===== src/rtl/zx_video_fetch_if.sv =====
// Screen-RAM port B and colour-stream bundle shared by zx_video_fetch and its RAM/colour stage.
interface zx_video_fetch_if;
  logic [12:0] mem_addr;
  logic [7:0]  mem_data;
  logic        pixel_valid;
  logic [3:0]  colour;

  modport master (output mem_addr, pixel_valid, colour, input mem_data);
  modport slave  (input mem_addr, pixel_valid, colour, output mem_data);
endinterface


===== src/rtl/zx_video_fetch.sv =====
// Spectrum screen fetch: per line reads 32 bitmap/attribute byte pairs, double-buffers them and
// emits 256 {bright,g,r,b} pixels on pix_ce. Define VFETCH_FLASH_EN to enable the FLASH inversion.
module zx_video_fetch #(
  parameter logic [12:0] ATTR_BASE  = 13'h1800,
  parameter int          FLASH_HALF = 16
) (
  input  logic             clk,
  input  logic             reset,
  input  logic             pix_ce,
  input  logic             frame_start,
  input  logic             line_start,
  input  logic [7:0]       line_y,
  output logic             underrun,
  zx_video_fetch_if.master bus
);

  typedef enum logic [2:0] {S_IDLE, S_BMP, S_ATTR, S_CAPT, S_FULL} state_t;

  localparam logic [8:0] LINE_PIXELS = 9'd256;

  function automatic logic [12:0] bmp_addr(input logic [7:0] y, input logic [4:0] c);
    return {y[7:6], y[2:0], y[5:3], c};
  endfunction

  function automatic logic [12:0] attr_addr(input logic [7:0] y, input logic [4:0] c);
    return ATTR_BASE + {3'b000, y[7:3], c};
  endfunction

  state_t      state_q, state_d;
  logic [7:0]  y_q, y_d;
  logic [4:0]  col_q, col_d;
  logic [12:0] mem_addr_q, mem_addr_d;
  logic [7:0]  sh_bmp_q, sh_bmp_d;
  logic [7:0]  sh_attr_q, sh_attr_d;
  logic        sh_full_q, sh_full_d;
  logic [7:0]  shift_q, shift_d;
  logic [7:0]  cell_attr_q, cell_attr_d;
  logic        cell_flash_q, cell_flash_d;
  logic [2:0]  bit_cnt_q, bit_cnt_d;
  logic [8:0]  pix_left_q, pix_left_d;
  logic        pixel_valid_q, pixel_valid_d;
  logic [3:0]  colour_q, colour_d;
  logic        underrun_q, underrun_d;
  logic        flash_phase;

`ifdef VFETCH_FLASH_EN
  localparam logic [4:0] FLASH_HALF_W = 5'(FLASH_HALF);
  logic [4:0] flash_cnt_q, flash_cnt_d;

  always_comb flash_cnt_d = frame_start ? flash_cnt_q + 5'd1 : flash_cnt_q;

  always_ff @(posedge clk) begin
    if (reset) flash_cnt_q <= '0;
    else       flash_cnt_q <= flash_cnt_d;
  end

  assign flash_phase = (flash_cnt_q >= FLASH_HALF_W);
`else
  localparam int unused_flash_half = FLASH_HALF;
  logic unused_frame_start;
  assign unused_frame_start = frame_start;
  assign flash_phase        = 1'b0;
`endif

  logic       line_go, pix_active, cell_edge, load, starve, ink_sel;
  logic [7:0] cur_bmp, cur_attr;
  logic       cur_flash;

  // NOTE: every variable gets its hold/default value before any branch, so no latch can be inferred.
  always_comb begin
    state_d       = state_q;
    y_d           = y_q;
    col_d         = col_q;
    mem_addr_d    = mem_addr_q;
    sh_bmp_d      = sh_bmp_q;
    sh_attr_d     = sh_attr_q;
    sh_full_d     = sh_full_q;
    shift_d       = shift_q;
    cell_attr_d   = cell_attr_q;
    cell_flash_d  = cell_flash_q;
    bit_cnt_d     = bit_cnt_q;
    pix_left_d    = pix_left_q;
    pixel_valid_d = pixel_valid_q;
    colour_d      = colour_q;
    underrun_d    = underrun_q;

    line_go    = line_start && (line_y < 8'd192);
    pix_active = pix_ce && (pix_left_q != 9'd0);
    cell_edge  = pix_active && (bit_cnt_q == 3'd0);
    load       = cell_edge && sh_full_q;
    starve     = cell_edge && !sh_full_q;

    unique case (state_q)
      S_BMP: begin
        mem_addr_d = attr_addr(y_q, col_q);
        state_d    = S_ATTR;
      end
      S_ATTR: begin
        sh_bmp_d = bus.mem_data;
        state_d  = S_CAPT;
      end
      S_CAPT: begin
        sh_attr_d = bus.mem_data;
        sh_full_d = 1'b1;
        state_d   = S_FULL;
      end
      default: ;
    endcase

    // A load frees the shadow; a starved cell abandons its fetch. Either way move to the next column.
    if ((state_q == S_FULL && load) || starve) begin
      if (starve) begin
        underrun_d = 1'b1;
        sh_full_d  = 1'b0;
      end
      if (col_q != 5'd31) begin
        col_d      = col_q + 5'd1;
        mem_addr_d = bmp_addr(y_q, col_q + 5'd1);
        state_d    = S_BMP;
      end else begin
        state_d = S_IDLE;
      end
    end

    cur_bmp   = load ? sh_bmp_q  : (starve ? 8'h00 : shift_q);
    cur_attr  = load ? sh_attr_q : (starve ? 8'h00 : cell_attr_q);
    cur_flash = load ? flash_phase : (starve ? 1'b0 : cell_flash_q);
    ink_sel   = cur_bmp[7] ^ (cur_attr[7] & cur_flash);

    if (pix_active) begin
      if (load) sh_full_d = 1'b0;
      cell_attr_d   = cur_attr;
      cell_flash_d  = cur_flash;
      shift_d       = {cur_bmp[6:0], 1'b0};
      colour_d      = {cur_attr[6], ink_sel ? cur_attr[2:0] : cur_attr[5:3]};
      pixel_valid_d = 1'b1;
      bit_cnt_d     = bit_cnt_q + 3'd1;
      pix_left_d    = pix_left_q - 9'd1;
    end else if (pix_ce) begin
      pixel_valid_d = 1'b0;
      colour_d      = 4'h0;
    end

    // A new line aborts everything in flight, including a pixel on the same clock.
    if (line_go) begin
      state_d      = S_BMP;
      y_d          = line_y;
      col_d        = 5'd0;
      mem_addr_d   = bmp_addr(line_y, 5'd0);
      sh_bmp_d     = 8'h00;
      sh_attr_d    = 8'h00;
      sh_full_d    = 1'b0;
      shift_d      = 8'h00;
      cell_attr_d  = 8'h00;
      cell_flash_d = 1'b0;
      bit_cnt_d    = 3'd0;
      pix_left_d   = LINE_PIXELS;
      underrun_d   = underrun_q;
      if (pix_ce) begin
        pixel_valid_d = 1'b0;
        colour_d      = 4'h0;
      end
    end
  end

  // NOTE: state registers use non-blocking assignment so every flop samples pre-edge values.
  // The shadow and shifter bytes are plain registers, so they are cleared with the rest on reset.
  always_ff @(posedge clk) begin
    if (reset) begin
      state_q       <= S_IDLE;
      y_q           <= '0;
      col_q         <= '0;
      mem_addr_q    <= '0;
      sh_bmp_q      <= '0;
      sh_attr_q     <= '0;
      sh_full_q     <= 1'b0;
      shift_q       <= '0;
      cell_attr_q   <= '0;
      cell_flash_q  <= 1'b0;
      bit_cnt_q     <= '0;
      pix_left_q    <= '0;
      pixel_valid_q <= 1'b0;
      colour_q      <= '0;
      underrun_q    <= 1'b0;
    end else begin
      state_q       <= state_d;
      y_q           <= y_d;
      col_q         <= col_d;
      mem_addr_q    <= mem_addr_d;
      sh_bmp_q      <= sh_bmp_d;
      sh_attr_q     <= sh_attr_d;
      sh_full_q     <= sh_full_d;
      shift_q       <= shift_d;
      cell_attr_q   <= cell_attr_d;
      cell_flash_q  <= cell_flash_d;
      bit_cnt_q     <= bit_cnt_d;
      pix_left_q    <= pix_left_d;
      pixel_valid_q <= pixel_valid_d;
      colour_q      <= colour_d;
      underrun_q    <= underrun_d;
    end
  end

  assign bus.mem_addr    = mem_addr_q;
  assign bus.pixel_valid = pixel_valid_q;
  assign bus.colour      = colour_q;
  assign underrun        = underrun_q;

endmodule


===== src/flat_wrapper.sv =====
// flat-port wrapper written by rule: the top's interface ports become plain ports
module zx_video_fetch_flat 
#(
  parameter logic [12:0] ATTR_BASE  = 13'h1800,
  parameter int          FLASH_HALF = 16
)
  (clk, reset, pix_ce, frame_start, line_start, line_y, underrun, bus_mem_addr, bus_pixel_valid, bus_colour, bus_mem_data);
  zx_video_fetch_if bus_i ();
  input  logic clk;
  input  logic reset;
  input  logic pix_ce;
  input  logic frame_start;
  input  logic line_start;
  input  logic [7:0] line_y;
  output logic underrun;
  output wire logic [$bits(bus_i.mem_addr)-1:0] bus_mem_addr;
  output wire logic [$bits(bus_i.pixel_valid)-1:0] bus_pixel_valid;
  output wire logic [$bits(bus_i.colour)-1:0] bus_colour;
  input wire logic [$bits(bus_i.mem_data)-1:0] bus_mem_data;
  assign bus_mem_addr = bus_i.mem_addr;
  assign bus_pixel_valid = bus_i.pixel_valid;
  assign bus_colour = bus_i.colour;
  assign bus_i.mem_data = bus_mem_data;
  zx_video_fetch #(.ATTR_BASE(ATTR_BASE), .FLASH_HALF(FLASH_HALF)) u_core (.clk(clk), .reset(reset), .pix_ce(pix_ce), .frame_start(frame_start), .line_start(line_start), .line_y(line_y), .underrun(underrun), .bus(bus_i));
endmodule

===== config.mk =====
export PLATFORM = sky130hd
export DESIGN_NAME = zx_video_fetch_flat
export DESIGN_NICKNAME = d
export VERILOG_FILES = /design/src/rtl/zx_video_fetch_if.sv /design/src/rtl/zx_video_fetch.sv /design/src/flat_wrapper.sv
export SDC_FILE = /design/constraint.sdc
export NUM_CORES = 1
export LEC_CHECK = 0
export ABC_AREA = 1
export BUFFER_PORTS_ARGS = -buffer_cell sky130_fd_sc_hd__clkbuf_2
export CAP_MARGIN = 5
export CORE_MARGIN = 2
export CORE_UTILIZATION = 57
export DETAILED_ROUTE_END_ITERATION = 8
export PLACE_DENSITY = 0.81
export SETUP_SLACK_MARGIN = 0.1
export SYNTH_ARGS = -nofsm -noshare
export SYNTH_HDL_FRONTEND = slang
export SYNTH_SLANG_ARGS = --single-unit

===== constraint.sdc =====
create_clock -name clk -period 1.83 [get_ports clk]
set_input_delay 0.0915 -clock clk [delete_from_list [all_inputs] [get_ports clk]]
set_output_delay 0.0915 -clock clk [all_outputs]
set_load 0.05 [all_outputs]

# Yosys cells after proc, flatten, opt, wreduce, memory -nomap -nowiden
# Cells that the tools add are included.
# Widths: inputs -> output; s select.
[op_classes] add_sub_neg=4 order_cmp=1 eq_ne=5 n_mux=30 bitwise_logic=3 reduce_logical=16
[op_table] cell="$mux 13" count=4
[op_table] cell="$mux 8" count=4
[op_table] cell="$mux 9" count=2
[op_table] cell="$mux 4" count=4
[op_table] cell="$add 12x11->13 const A" count=1
[op_table] cell="$mux 1" count=13
[op_table] cell="$pmux 3 s3" count=1
[op_table] cell="$reduce_bool 9->1" count=1
[op_table] cell="$sub 9x1->9 const B" count=1
[op_table] cell="$lt 8x8->1 const B" count=1
[op_table] cell="$eq 3x2->1 const B" count=2
[op_table] cell="$logic_and 1x1->1" count=6
[op_table] cell="$mux 3" count=2
[op_table] cell="$add 5x1->5 const B" count=1
[op_table] cell="$ne 5x5->1 const B" count=1
[op_table] cell="$reduce_bool 5->1" count=1
[op_table] cell="$reduce_bool 4->1" count=1
[op_table] cell="$add 3x1->3 const B" count=1
[op_table] cell="$eq 3x1->1 const B" count=1
[op_table] cell="$eq 3x3->1 const B" count=1
[op_table] cell="$logic_not 3->1" count=1
[op_table] cell="$reduce_and 3->1" count=1
[op_table] cell="$reduce_and 2->1" count=1
[op_table] cell="$reduce_bool 2->1" count=1
[op_table] cell="other kinds (6)" count=6
[totals] regBits=80 inputBits=21 out_inout_bits=19 wordCells=77

# Depth between registers and ports, before layout
[depth] depth_word=12 ltp_mapped=15 mapped_depth_nobuf=15

# Least setup slack after synthesis
# Ideal clock, no wire load.
[synth_path] kind="reg2reg" from="register u_core.pix_left_q[0]" to="register u_core.pix_left_q[6]" setup_time_ps=121 arrival_time_ps=1570 t_required_ps=1709 slack_ps=139 stages_incl_launch_ff=14 n_path_buf=0 period_less_slack_ps=1691 path_cell_list="dfxtp_1 > inv_1 > ha_1 > inv_1 > nor2_1 > nand2_1 > nor2_2 > nor2_8 > nand2_2 > nor2_2 > inv_2 > or2_1 > nor3_1 > nor3_2"
[synth_via] elab_chain_len=2 word_cells_on_any_way=3 classes_between="add/sub (1); reduce/logical (2)"
[synth_rtl] element="from (decl)" line="zx_video_fetch.sv:40" text="logic [8:0] pix_left_q, pix_left_d;"
[synth_rtl] element="from (signal assigned)" line="zx_video_fetch.sv:197" text="pix_left_q <= pix_left_d;"
[synth_rtl] element="parallel branches: the longest is 2 deep, another holds $sub 9x1->9"
# Several ways; the timed one is not identified.
# A chain may end at the register's enable or synchronous reset.

# Worst setup path after layout
[layout_path] from="register u_core.pix_left_q[0]" to="register u_core.col_q[0]"
[layout_via] elab_chain_len=7 word_cells_on_any_way=8 classes_between="reduce/logical (8)"
[layout_rtl] element="$reduce_bool 9->1 *" line="zx_video_fetch.sv:88" text="pix_active = pix_ce && (pix_left_q != 9'd0);"
[layout_rtl] element="$logic_and 1x1->1 *" line="zx_video_fetch.sv:88"
[layout_rtl] element="$logic_and 1x1->1 *" line="zx_video_fetch.sv:89" text="cell_edge = pix_active && (bit_cnt_q == 3'd0);"
[layout_rtl] element="$logic_and 1x1->1" line="zx_video_fetch.sv:90" text="load = cell_edge && sh_full_q;"
[layout_rtl] element="$logic_and 1x1->1" line="zx_video_fetch.sv:111" text="if ((state_q == S_FULL && load) || starve) begin"
[layout_rtl] element="$logic_or 1x1->1 *" line="zx_video_fetch.sv:111"
[layout_rtl] element="$reduce_and 2->1 (no line) *"
[layout_rtl] element="to (signal assigned)" line="zx_video_fetch.sv:188" text="col_q <= col_d;"
[layout_rtl] element="to (decl)" line="zx_video_fetch.sv:31" text="logic [4:0] col_q, col_d;"
# Mark *: on every way between the ends. The rest lies on a longest branch, timed or not.

==> reports/qor.txt <==
Post-Place Cell Area: 0.003731 sq mm
Placer Congestion: 0.8117
Clk Latency, worst-skew pair: 0.35 ns
maxcap violations: 0
slowest stage delay, CP: 0.35 ns
count leader, synth: dfxtp_1
H-tree depth: 3
CP Data Arrival Time: 2.12 ns
Syn. warnings: 0
Crit Path Max Fanout: 5
Post-Place Cells: 546
Slew HR: 0.7332
#FFs+latches synth: 80
Max Transition Viols Final: 0
Final ANT Viol Nets: 0
Layout Utilization: 0.7675
Tmin final: 1.845 ns
setup ws final: -0.01492 ns
total track usage: 0.2599
Syn Nets: 461
WP buf/inv: 3
synth cell count leaders: 80 x dfxtp_1, 61 x nand2_1, 51 x a21oi_1
grt ovf: 0
Critical Path RT: 2.11 ns
fillcell total: 369
total power: 5.457 mW
failing checks: setup timing
# nets final: 541
PD cells: 1215 mW/mm^2
fraction of registers with async set/reset: 0
WL final: 9836 um
CTS buffer count: 9
Max Freq: 542.0 MHz
Top Family by Delay on Critical Path: simple AND/OR/NAND/NOR gates
Post-synth EDFFs: 0
vias in the first global route: 3,012
die footprint: 0.006630 sq mm
Netlist cell types: 36
skew final: 0.008299 ns
Antenna diodes: 0
crit path cell chain: inv_2, ha_4, nand2_2, nor2_4, nand2_4, nand3_4, a21oi_4, nand2_8, buf_6, xnor2_1, inv_1, nor2_1
nature of the critical path endpoint: flop
Min-Delay Path Class: input pin to flop
fin crit share: 1.008
Pleak: 1.879 nW
leading area contributor after synthesis: dfxtp_1
CTS tree: done
Area Growth Syn to Fin: 31.42%
unrepaired setup endpoints after global routing: yes
initial antenna violation count: 0
Synth top area share: 0.4687
DRT Pass-1 Iters: 5
first-pass GRT wire length: 13,270 um
Clk pin slew, worst setup/hold paths: 0.08 ns
routed vias: 3,385
Root Driver: clkbuf_8
Netlist Area Pre-Place: 0.003417 sq mm
IO Port Bufs: 38
routed length per instance: 16.61 um
final std cells w/o fill: 592
largest net degree at the start of global routing: 33
Vias per Instance: 5.718
Worst VDD drop: 0.7756 mV
DRT iter0 DRCs: 274
outcome: finished, violations left
clock tree buffer depth: 2
row count: 28
area of the multi-input gates: 0.001729 sq mm
# IOs: 40
# DRC: 0
hold slack: 0.007958 ns
Worst Max-Slew Pin Slew: 0.3998 ns
layout cells sized above 1: 0.3443
post-route cell area: 0.004491 sq mm
top post-synthesis cells by area: dfxtp_1 47%, a21oi_1 7.5%, nand2_1 6.7%
Seq/Total Area, Yosys: 0.4687
starting density of the core: 0.5840
Clock Sinks: 80
Setup CP Type: flop to flop
Cells after Synth: 434
Worst path slowest cell: dfxtp_2
Die W: 81.43 um
Syn Area/Cell: 7.873 sq um
Sequential Area: 0.001615 sq mm
core area: 0.005851 sq mm
CP Launch Type: flop
setup violators final: 2
top_reg_cell synth: dfxtp_1
Post-DP HPWL: 5117 um
final hold vios: 0
Die Span Y: 81.43 um
## layout make-up
type,count,share of cell area
Multi-Input combinational cell,286,0.3851
Sequential cell,80,0.3597
Timing Repair Buffer,84,0.1346
Inverter,53,0.04597
Clock buffer,11,0.03371
Tap cell,75,0.02090
Clock inverter,3,0.02006
## worst register-to-register path, delay by kind of cell, from the launching register on
family | cells | cell delay (ns)
compound gates | 1 | 0.26
xor+xnor | 1 | 0.17
fa+ha+maj | 1 | 0.16
buf+inv | 3 | 0.29
flops | 1 | 0.35
simple gates | 6 | 0.54
## through the flow
stage / setup TNS, ns / setup WS, ns
2_1_floorplan: 0 / 0.1395
3_3_place_gp: 0 / 0.04746
3_5_place_dp: 0 / 0.002238
4_1_cts: 0 / 0.08684
5_1_grt: -0.4407 / -0.09075
6_report: -0.02219 / -0.01492
## cell families (layout without fill, tap and decap cells)
family          after synthesis  after routing  share of synthesized area
compound gates              115            115                     0.1820
xor+xnor                      2              2                   0.005127
fa+ha+maj                     6              6                    0.02197
buf+inv                      69            151                    0.08605
flops                        80             80                     0.4687
simple gates                162            163                     0.2362
## placed cells by master, fill, tap and decap left out, types with 2 or more instances in the layout
| cell | instances |
|---|---|
| o21ai_1 | 14 |
| nor2_4 | 4 |
| clkinv_1 | 2 |
| nand4_1 | 5 |
| nor2_2 | 7 |
| bufinv_16 | 3 |
| clkbuf_2 | 38 |
| inv_1 | 35 |
| a21oi_2 | 6 |
| ha_1 | 2 |
| nand2_8 | 3 |
| nand2_4 | 4 |
| nand3_2 | 4 |
| a21oi_1 | 47 |
| nand3_4 | 2 |
| dfxtp_1 | 71 |
| o21ai_0 | 37 |
| clkbuf_8 | 11 |
| o22ai_1 | 2 |
| o31ai_1 | 3 |
| nand3_1 | 19 |
| ha_4 | 3 |
| nand2_1 | 50 |
| nor2_1 | 34 |
| nor3_2 | 4 |
| a22oi_1 | 3 |
| buf_6 | 9 |
| inv_2 | 15 |
| buf_4 | 27 |
| nand2_2 | 17 |
| dfxtp_2 | 8 |
| dlygate4sd3_1 | 9 |
| nor3_1 | 2 |
## report_power, final
part / internal, mW / switching (mW)
Combinational: 0.698 / 1.14
Sequential: 1.90 / 0.115
Clock: 0.967 / 0.638
Total: 3.56 / 1.90
## path summary, 6_finish.rpt
kind | cells after the start | endpoint | start | slack [ns]
min | 3 | u_core.y_q[1] | line_y[1] | 0.008
min reg2reg | 2 | u_core.sh_bmp_q[3] | u_core.sh_bmp_q[3] | 0.45
max reg2reg | 12 | u_core.col_q[0] | u_core.pix_left_q[0] | -0.01
max | 12 | u_core.col_q[0] | u_core.pix_left_q[0] | -0.01
## flip-flops by register name, summed over array words and instances, names as in the netlist, named ones only
register and cells:
u_core.pix_left_q 9, u_core.cell_attr_q 8, u_core.sh_full_q 1, u_core.state_q 3
u_core.shift_q 7, u_core.sh_bmp_q 8, u_core.underrun 1, u_core.y_q 8
u_core.col_q 5, u_core.sh_attr_q 8, u_core.cell_flash_q 1, u_core.bus.colour 4
u_core.bit_cnt_q 3, u_core.bus.mem_addr 13
## per-layer routing
| metal | wire (um) | track usage |
|---|---|---|
| met1 | 3958 | 0.3194 |
| met2 | 4926 | 0.4369 |
| met3 | 638 | 0.04176 |
| met4 | 312 | 0.1390 |
| met5 | 0 | 0 |
## repair_timing
| item | 4_1_cts | 5_1_grt |
|---|---|---|
| hold buffers | 9 | 0 |
| endpoints found under the hold margin | 10 | 0 |
| resized for setup | 18 | 62 |
| setup endpoints to repair | 19 | 30 |
| pin swaps | 8 | 22 |
| gates cloned | 0 | 1 |
| buffers inserted | 9 | 13 |
(Power assumes the default switching activity.)
